===== config.mk =====
export PLATFORM = sky130hd
export DESIGN_NAME = rp_trig_arm
export DESIGN_NICKNAME = d
export VERILOG_FILES = /design/src/rtl/rp_trig_pkg.sv /design/src/rtl/rp_trig_decode.sv /design/src/rtl/rp_trig_arm.sv
export SDC_FILE = /design/constraint.sdc
export NUM_CORES = 1
export LEC_CHECK = 0
export ABC_CLOCK_PERIOD_IN_PS = 4900
export CAP_MARGIN = 20
export CELL_PAD_IN_SITES_DETAIL_PLACEMENT = 1
export CELL_PAD_IN_SITES_GLOBAL_PLACEMENT = 2
export CORE_ASPECT_RATIO = 1.5
export CORE_MARGIN = 4
export CORE_UTILIZATION = 26
export DETAILED_ROUTE_END_ITERATION = 16
export DONT_BUFFER_PORTS = 1
export PLACE_DENSITY = 0.58
export SLEW_MARGIN = 10
export SYNTH_ARGS = -nofsm -noshare
export SYNTH_HDL_FRONTEND = slang
export SYNTH_SLANG_ARGS = --single-unit

===== constraint.sdc =====
create_clock -name adc_clk_i -period 4.9 [get_ports adc_clk_i]
set_input_delay 1.225 -clock adc_clk_i [delete_from_list [all_inputs] [get_ports adc_clk_i]]
set_output_delay 1.225 -clock adc_clk_i [all_outputs]
set_load 0.03 [all_outputs]

===== src/rtl/rp_trig_pkg.sv =====
// Shared constants for the trigger arming block: FSM state encoding,
// trigger-source codes and the channel-code helper used by the decoder.
package rp_trig_pkg;

    localparam int SRC_W = 5;

    typedef enum logic [1:0] {
        ST_IDLE    = 2'd0,
        ST_ARMED   = 2'd1,
        ST_HOLDOFF = 2'd2
    } trig_state_e;

    localparam logic [SRC_W-1:0] SRC_NONE  = 5'd0;
    localparam logic [SRC_W-1:0] SRC_SW    = 5'd1;
    localparam logic [SRC_W-1:0] SRC_CH0_P = 5'd2;
    localparam logic [SRC_W-1:0] SRC_CH0_N = 5'd3;
    localparam logic [SRC_W-1:0] SRC_CH1_P = 5'd4;
    localparam logic [SRC_W-1:0] SRC_CH1_N = 5'd5;
    localparam logic [SRC_W-1:0] SRC_EXT_P = 5'd6;
    localparam logic [SRC_W-1:0] SRC_EXT_N = 5'd7;
    localparam logic [SRC_W-1:0] SRC_ASG_P = 5'd8;
    localparam logic [SRC_W-1:0] SRC_ASG_N = 5'd9;
    localparam logic [SRC_W-1:0] SRC_CH2_P = 5'd10;

    // Channels 0/1 sit below the ext/asg codes; channels 2+ continue from 10.
    function automatic logic [SRC_W-1:0] src_ch_code(input int k, input logic fall);
        int code;
        code = (k < 2) ? (int'(SRC_CH0_P) + 2 * k) : (int'(SRC_CH2_P) + 2 * (k - 2));
        return SRC_W'(code + int'(fall));
    endfunction

endpackage


===== src/rtl/rp_trig_decode.sv =====
// Combinational multiplexer selecting the qualifying event pulse for the
// currently loaded trigger source; unknown codes select nothing.
module rp_trig_decode
    import rp_trig_pkg::*;
#(
    parameter int NCH = 4
) (
    input  logic [SRC_W-1:0] i_src,
    input  logic             i_sw_evt,
    input  logic [NCH-1:0]   i_ch_p,
    input  logic [NCH-1:0]   i_ch_n,
    input  logic             i_ext_p,
    input  logic             i_ext_n,
    input  logic             i_asg_p,
    input  logic             i_asg_n,
    output logic             o_evt
);

    always_comb begin
        o_evt = 1'b0;
        case (i_src)
            SRC_SW:    o_evt = i_sw_evt;
            SRC_EXT_P: o_evt = i_ext_p;
            SRC_EXT_N: o_evt = i_ext_n;
            SRC_ASG_P: o_evt = i_asg_p;
            SRC_ASG_N: o_evt = i_asg_n;
            default: begin
                for (int k = 0; k < NCH; k++) begin
                    if (i_src == src_ch_code(k, 1'b0)) o_evt = i_ch_p[k];
                    if (i_src == src_ch_code(k, 1'b1)) o_evt = i_ch_n[k];
                end
            end
        endcase
    end

endmodule


===== src/rtl/rp_trig_arm.sv =====
// Trigger arming FSM: counts qualifying events from the selected source,
// fires a one-cycle trigger, then holds off before accepting a new arm.
module rp_trig_arm
    import rp_trig_pkg::*;
#(
    parameter int NCH    = 4,
    parameter int CNT_W  = 8,
    parameter int HOLD_W = 16
) (
    input  logic              adc_clk_i,
    input  logic              adc_rst_i,
    input  logic              set_trg_new_i,
    input  logic [SRC_W-1:0]  set_trg_src_i,
    input  logic [CNT_W-1:0]  evt_cnt_i,
    input  logic [HOLD_W-1:0] hold_i,
    input  logic              adc_rst_do_i,
    input  logic              adc_dly_do_i,
    input  logic              trig_dis_clr_i,
    input  logic              adc_trig_sw_i,
    input  logic              dly_valp_i,
    input  logic [NCH-1:0]    adc_trig_p_i,
    input  logic [NCH-1:0]    adc_trig_n_i,
    input  logic              ext_trig_p_i,
    input  logic              ext_trig_n_i,
    input  logic              asg_trig_p_i,
    input  logic              asg_trig_n_i,
    output logic              adc_trig_o,
    output logic [CNT_W-1:0]  trg_cnt_o,
    output logic [15:0]       trg_state_o
);

    // All control inputs are single-cycle pulses sampled on the rising edge;
    // there is no backpressure, every output is valid on every cycle.
    trig_state_e       r_state;
    logic [SRC_W-1:0]  r_src;
    logic [SRC_W-1:0]  r_pend_src;
    logic [CNT_W-1:0]  r_cnt;
    logic [CNT_W-1:0]  r_pend_cnt;
    logic [HOLD_W-1:0] r_hold;
    logic              r_pend;
    logic              r_dis;
    logic              r_sw_latch;
    logic              r_trig;

    logic              w_sw_evt;
    logic              w_evt;
    logic              w_evt_q;
    logic              w_fire;
    logic              w_abort;
    logic [CNT_W-1:0]  w_load_cnt;
    logic [CNT_W-1:0]  w_pnd_cnt;
    logic [SRC_W-1:0]  w_pnd_src;
    trig_state_e       w_load_state;
    trig_state_e       w_pnd_state;
    logic [1:0]        w_state_bits;

    assign w_sw_evt     = r_sw_latch & dly_valp_i;
    assign w_abort      = adc_rst_do_i | adc_dly_do_i;
    assign w_evt_q      = w_evt & ~r_dis & (r_state == ST_ARMED);
    assign w_fire       = w_evt_q & (r_cnt == CNT_W'(1)) & ~w_abort;
    assign w_load_cnt   = (evt_cnt_i == '0) ? CNT_W'(1) : evt_cnt_i;
    assign w_load_state = (set_trg_src_i != SRC_NONE) ? ST_ARMED : ST_IDLE;

    // A load arriving on the expiry cycle supersedes the stored pending one.
    assign w_pnd_src    = set_trg_new_i ? set_trg_src_i : r_pend_src;
    assign w_pnd_cnt    = set_trg_new_i ? w_load_cnt : r_pend_cnt;
    assign w_pnd_state  = (w_pnd_src != SRC_NONE) ? ST_ARMED : ST_IDLE;

    assign w_state_bits = r_state;

    rp_trig_decode #(
        .NCH(NCH)
    ) u_decode (
        .i_src    (r_src),
        .i_sw_evt (w_sw_evt),
        .i_ch_p   (adc_trig_p_i),
        .i_ch_n   (adc_trig_n_i),
        .i_ext_p  (ext_trig_p_i),
        .i_ext_n  (ext_trig_n_i),
        .i_asg_p  (asg_trig_p_i),
        .i_asg_n  (asg_trig_n_i),
        .o_evt    (w_evt)
    );

    always_ff @(posedge adc_clk_i or posedge adc_rst_i) begin
        if (adc_rst_i) begin
            r_state    <= ST_IDLE;
            r_src      <= '0;
            r_pend_src <= '0;
            r_cnt      <= '0;
            r_pend_cnt <= '0;
            r_hold     <= '0;
            r_pend     <= 1'b0;
            r_dis      <= 1'b0;
            r_sw_latch <= 1'b0;
            r_trig     <= 1'b0;
        end else begin
            r_trig     <= w_fire;
            r_sw_latch <= adc_trig_sw_i | (r_sw_latch & ~dly_valp_i);

            if (w_fire) begin
                r_dis <= 1'b1;
            end else if (trig_dis_clr_i) begin
                r_dis <= 1'b0;
            end

            if (w_abort && set_trg_new_i) begin
                r_state <= w_load_state;
                r_src   <= set_trg_src_i;
                r_cnt   <= w_load_cnt;
                r_hold  <= '0;
                r_pend  <= 1'b0;
            end else if (w_abort) begin
                r_state <= ST_IDLE;
                r_src   <= '0;
                r_cnt   <= '0;
                r_hold  <= '0;
                r_pend  <= 1'b0;
            end else begin
                case (r_state)
                    ST_IDLE: begin
                        if (set_trg_new_i) begin
                            r_state <= w_load_state;
                            r_src   <= set_trg_src_i;
                            r_cnt   <= w_load_cnt;
                        end
                    end
                    ST_ARMED: begin
                        if (w_fire) begin
                            r_state <= ST_HOLDOFF;
                            r_src   <= '0;
                            r_cnt   <= '0;
                            r_hold  <= hold_i;
                            if (set_trg_new_i) begin
                                r_pend     <= 1'b1;
                                r_pend_src <= set_trg_src_i;
                                r_pend_cnt <= w_load_cnt;
                            end
                        end else if (set_trg_new_i) begin
                            r_state <= w_load_state;
                            r_src   <= set_trg_src_i;
                            r_cnt   <= w_load_cnt;
                        end else if (w_evt_q) begin
                            r_cnt <= r_cnt - CNT_W'(1);
                        end
                    end
                    ST_HOLDOFF: begin
                        if (r_hold == '0) begin
                            r_pend <= 1'b0;
                            if (set_trg_new_i || r_pend) begin
                                r_state <= w_pnd_state;
                                r_src   <= w_pnd_src;
                                r_cnt   <= w_pnd_cnt;
                            end else begin
                                r_state <= ST_IDLE;
                            end
                        end else begin
                            r_hold <= r_hold - HOLD_W'(1);
                            if (set_trg_new_i) begin
                                r_pend     <= 1'b1;
                                r_pend_src <= set_trg_src_i;
                                r_pend_cnt <= w_load_cnt;
                            end
                        end
                    end
                    default: r_state <= ST_IDLE;
                endcase
            end
        end
    end

    assign adc_trig_o  = r_trig;
    assign trg_cnt_o   = r_cnt;
    assign trg_state_o = {7'd0, w_state_bits, r_pend, r_dis, r_src};

endmodule

**After elaboration in Yosys (flattened, before gate mapping)**

Index checks and enable logic that the tools add are counted.

- Bitwise gates (word level): 12
- Mux-type cells: 56
- Reductions and logical operators: 16
- Equal/unequal tests: 24
- Add/sub/neg operators: 2

Operator list:

| cell | number |
|---|---|
| 8-bit 2-to-1 mux | 12 |
| 16-bit 2-to-1 mux | 4 |
| 5-bit 2-to-1 mux | 9 |
| 16-bit case mux with 2 select lines | 1 |
| 5-bit by 4-bit == test with 1-bit output (second input constant) | 6 |
| 8-bit case mux with 3 select lines | 1 |
| 5-bit by 3-bit == test with 1-bit output (second input constant) | 4 |
| 1-bit 2-to-1 mux | 18 |
| 16-bit logical NOT | 1 |
| 4-bit inequality test (second input constant) | 4 |
| 8-bit case mux with 2 select lines | 1 |
| 16-bit by 1-bit subtractor with 16-bit output (second input constant) | 1 |
| 5-bit case mux with 3 select lines | 1 |
| 5-bit nonzero test | 3 |
| 5-bit by 2-bit == test with 1-bit output (second input constant) | 2 |
| 2-bit 2-to-1 mux | 5 |
| 5-bit case mux with 2 select lines | 1 |
| 5-bit AND reduction | 2 |
| 8-bit by 1-bit == test with 1-bit output (second input constant) | 1 |
| 8-bit logical NOT | 1 |
| 8-bit by 1-bit subtractor with 8-bit output (second input constant) | 1 |
| 1-bit AND | 6 |
| 6-bit by 5-bit inequality test with 1-bit output (second input constant) | 1 |
| 2-bit case mux with 3 select lines | 1 |
| 16 further kinds | 23 |

- Flip-flop bits (word level): 48
- Logic and storage cells: 120
- Output and inout port bits: 25
- Input bits: 49

**Longest topological paths before layout**

- Depth in word-level cells: 18
- Mapped depth: 11
- Depth with buffers taken out: 9

**By module**

Synthesis repeated with hierarchy kept, for this count alone.

- Cell total of the unflattened synthesis: 412
- Area total of the unflattened synthesis: 3624.7 µm²

By module, submodules not included:

| module | area an instance (µm²) | cells each | sequential area each (µm²) | times used |
|---|---|---|---|---|
| rp_trig_arm | 3437.0 | 391 | 1201.2 | 1 |
| rp_trig_decode | 187.7 | 21 | 0.0 | 1 |

**Worst setup path after synthesis**

OpenSTA, ideal clock, no wires.

- Kind: input-to-reg
- From: input adc_dly_do_i
- To: register r_pend_cnt[4]
- Arrival time: 2.922 ns
- Data required time: 4.775 ns
- Setup slack: 1.853 ns
- Stages: 7
- Library setup time: 0.125 ns
- Buffers on the path: 1
- Cells stage by stage: nor2_1 > nand4_1 > nor3_1 > o21a_1 > o211a_1 > buf_4 > mux2_2

- Word-level cells in the longest chain between the ends: 5
- Elaborated cells on any way between the ends: 7
- Classes of those cells: 1 x eq/ne; 4 x bitwise; 2 x reduce/logical

RTL lines:

| element | line | text |
|---|---|---|
| from (decl) | rp_trig_arm.sv:17 | `input logic adc_dly_do_i,` |
| 1-bit OR | rp_trig_arm.sv:58 | `assign w_abort = adc_rst_do_i \| adc_dly_do_i;` |
| 1-bit NOT (no line) | - |  |
| 1-bit AND | rp_trig_arm.sv:60 | `assign w_fire = w_evt_q & (r_cnt == CNT_W'(1)) & ~w_abort;` |
| via w_fire | rp_trig_arm.sv:48 | `logic w_fire;` |
| 2-bit inequality test (no line) | - |  |
| 5-bit AND reduction (no line) | - |  |
| to (signal assigned) | rp_trig_arm.sv:137 | `r_pend_cnt <= w_load_cnt;` |
| to (signal assigned) | rp_trig_arm.sv:162 | `r_pend_cnt <= w_load_cnt;` |
| to (decl) | rp_trig_arm.sv:38 | `logic [CNT_W-1:0] r_pend_cnt;` |

The timed path passes the listed nets, and every way through them passes these cells.
A chain may end at the register's enable or synchronous reset.

**Final worst setup path**

- From: register r_cnt[3] (netlist: trg_cnt_o[3])
- To: register r_pend_src[2]

- Word-level cells in the longest chain between the ends: 5

RTL lines:

| element | line | text |
|---|---|---|
| from (decl) | rp_trig_arm.sv:37 | `logic [CNT_W-1:0] r_cnt;` |
| from (signal assigned) | rp_trig_arm.sv:110 | `r_cnt <= w_load_cnt;` |
| from (signal assigned) | rp_trig_arm.sv:125 | `r_cnt <= w_load_cnt;` |
| from (signal assigned) | rp_trig_arm.sv:142 | `r_cnt <= w_load_cnt;` |
| 8-bit by 1-bit == test with 1-bit output | rp_trig_arm.sv:60 |  |
| 1-bit AND (2 in series) | rp_trig_arm.sv:60 |  |
| via w_fire | rp_trig_arm.sv:48 |  |
| 2-bit inequality test (no line) | - |  |
| 5-bit AND reduction (no line) | - |  |
| to (signal assigned) | rp_trig_arm.sv:136 | `r_pend_src <= set_trg_src_i;` |
| to (signal assigned) | rp_trig_arm.sv:161 | `r_pend_src <= set_trg_src_i;` |
| to (decl) | rp_trig_arm.sv:36 | `logic [SRC_W-1:0] r_pend_src;` |

The timed path passes the listed nets, and every way through them passes these cells.

==> flow_metrics.py <==
metrics = {
    "power_and_ir_drop": {
        "pwr-share-comb_pct": 21.4,
        "total_power_mw": 1.080,
        "p_sw_share_pct": 34.79,
        "leakage_nw": 1.534,
        "irDropWorstVdd_mv": 0.1231,
        "netSwitchingPower_mw": 0.3758,
        "power_frac_seq_pct": 44.8,
        "internal_power_mw": 0.7043,
        "power_density_nw_per_um2": 294.0,
        "pwr-share-clk_pct": 33.9,
    },
    "sta": {
        "fin_crit_ns": 3.406,
        "whs_ns": 0.4944,
        "fin_skew_ns": 0.003141,
        "relSlewSlack_pct": 36.16,
        "setup_tns_ns": 0,
        "setup_viol": 0,
        "hold_viol": 0,
        "worst_pin_slew_ns": 0.9489,
        "fmax_mhz": 293.6,
        "finalWorstSetupSlack_ns": 1.494,
        "rsz0062_at_grt": "false",
        "slew_viol_final": 0,
        "finalCritPeriodShare_pct": 69.50,
    },
    "clocking": {
        "clock_sinks": 48,
        "root_buffer": "clkbuf_16",
        "cts_setup_buffers": 0,
        "cts_buffer_depth": 2,
        "cts.htree.levels": 2,
        "cts_buffers": 5,
        "cts_tree": "done",
        "clkLatencyLatePin_ns": 0.29,
        "clkTransAtPathRegs_ns": 0.07,
        "cts_resized": 0,
        "hold_buffers": 0,
    },
    "global_routing": {
        "grt_pass1_wl_mm": 18.83,
        "grt_pass1_vias": 3232,
        "grt_max_degree": 49,
        "grt.total_usage_pct": 16.17,
        "overflow": 0,
        "antenna_found_initial": 0,
    },
    "logic_synthesis": {
        "synth_edf_count": 0,
        "synth_top_area_cell": "dfrtp_1",
        "ys_seq_elements": 48,
        "synth_seq_area_share_pct": 35.05,
        "syn_avg_cell_area_um2": 8.483,
        "ys.flop_type": "dfrtp_1",
        "ys_types": 62,
        "synth_top_area_share_pct": 35.05,
        "yosysWarnings": 0,
        "synthTopCellsByArea": "dfrtp_1, mux2_2, o21ai_0",
        "synthArstFlopShare_pct": 100.0,
        "mappedNetlistArea_um2": 3427,
        "postSynthCellCount": 404,
    },
    "worst_setup_path": {
        "cp_cell_sequence": "nor4_1, nand4_1, nor3_1, o21a_1, o211a_1, mux2_2",
        "critPathKind": "flip-flop to flip-flop",
        "cp-end-kind": "flip-flop",
        "crit_buf_inv": 0,
        "startpoint_type": "flip-flop",
        "critPathMaxStageDelay_ns": 0.90,
        "worst_ep_required_time_ns": 5.08,
        "slowest_stage": "nor4_1",
        "worst-path-max-fanout": 14,
        "crit_arrival_ns": 3.59,
        "critPathTopFamily": "simple AND/OR/NAND/NOR gates",
    },
    "route": {
        "via_count": 3113,
        "drt_iter0_drc": 97,
        "viasPerCell": 5.629,
        "drc": 0,
        "drtAntennaViolNets": 0,
        "drtPass1Iterations": 4,
        "finalWirelength_mm": 12.00,
        "wl_per_cell_um": 21.69,
    },
    "placed_design": {
        "port_buffers": 0,
        "hpwl_mm": 9.030,
        "pre_cts_slack_ns": 1.459,
        "gp_routability_congestion": 0.7457,
    },
    "outcome": {
        "status": "complete, no violations",
    },
    "cells_and_area": {
        "regArea_um2": 1201,
        "drive_gt1_share_pct": 9.645,
        "multi_input_area_um2": 2011,
        "fillers": 1558,
        "fin_nets": 449,
        "area.growth.synth_to_final_pct": 7.192,
        "antenna_cells": 0,
        "final_cell_mix": "dfrtp_1, nor2_1, o21ai_0, a21oi_1, nand2_1",
        "final_common_cell": "dfrtp_1",
    },
    "job": {
        "cap_violations": 0,
    },
    "die": {
        "die_x_um": 101.7,
        "start_util_pct": 26.46,
        "die_area_um2": 15120,
        "ioPinCount": 74,
        "fp-row-count": 51,
        "core_um2": 12950,
        "die_height_um": 148.6,
    },
    "worst_hold_path": {
        "hp-class": "flip-flop to flip-flop",
    },
}
==> flip-flops by register name, indices dropped and copies added, names as in the netlist, 2 cells and up <==
name        flops
r_pend_cnt      8
trg_cnt_o       8
r_src           5
r_hold         16
r_state         2
r_pend_src      5
==> final cells by class <==
| class | count | share of cell area [%] |
|---|---|---|
| clock buffers | 6 | 3.781 |
| multi-input cells | 314 | 54.73 |
| inverters | 19 | 1.941 |
| clock inverters | 2 | 0.4087 |
| well taps | 159 | 5.416 |
| flip-flops and latches | 48 | 32.70 |
| repair buffers | 5 | 1.022 |
==> cell families after synthesis <==
| group | after synthesis | synth area share (%) |
|---|---|---|
| buffers and inverters | 48 | 6.937 |
| xor gates and xnor gates | 6 | 1.534 |
| muxes | 20 | 6.389 |
| other | 1 | 0.1094 |
| AOI/OAI and AO/OA | 133 | 26.36 |
| and+or+nand+nor | 141 | 21.07 |
| adders and majority gates | 7 | 2.556 |
| DFF | 48 | 35.05 |
==> metal layers <==
| layer | global-route usage [%] | part of all wire (%) |
|---|---|---|
| met5 | 0 | 0 |
| met4 | 4.790 | 1.7 |
| met3 | 2.956 | 4.6 |
| met2 | 29.91 | 54 |
| met1 | 18.50 | 40 |
==> through the flow <==
stage | cell area (um^2) | utilization (%) | instances
CTS | 3674 | 28.36 | 553
finish | 3674 | 28.36 | 553
global route | 3674 | 28.36 | 553
detailed placement | 3520 | 27.17 | 545
global placement | 3520 | 27.17 | 545
floorplan | 3450 | - | 410
==> power groups by stage <==
stage	clock, mW	sequential [mW]	combinational (mW)
2_1_floorplan	0	0.475	0.183
5_1_grt	0.397	0.489	0.256
4_1_cts	0.382	0.485	0.234
3_3_place_gp	0	0.492	0.233
3_5_place_dp	0	0.493	0.233
6_report	0.366	0.484	0.231
==> Yosys cell counts (5+ instances only) <==
library cell / number
mux2_2: 15
o21ai_0: 31
a21oi_1: 24
o211ai_1: 6
nand3_1: 12
mux2i_1: 5
nor4_1: 10
nand2_1: 23
buf_4: 10
and2_1: 8
a221o_1: 5
o31ai_1: 8
clkbuf_1: 13
and3_1: 5
ha_1: 7
a31oi_1: 11
nor3_1: 18
nor2_1: 37
o221ai_1: 5
dfrtp_1: 48
inv_1: 19
==> worst paths after layout <==
kind / cells after the start / from / slack, ns / end
min in group asynchronous: 2 / adc_rst_i / 0.99 / trg_cnt_o[2]
worst max-delay path: 6 / trg_cnt_o[3] / 1.49 / r_pend_src[2]
max in group asynchronous: 2 / adc_rst_i / 3.47 / r_pend_src[4]
worst max register to register: 6 / trg_cnt_o[3] / 1.49 / r_pend_src[2]
worst min-delay path: 1 / r_sw_latch / 0.49 / r_sw_latch
worst min register to register: 1 / r_sw_latch / 0.49 / r_sw_latch
Power figures use the tool's default switching activity.
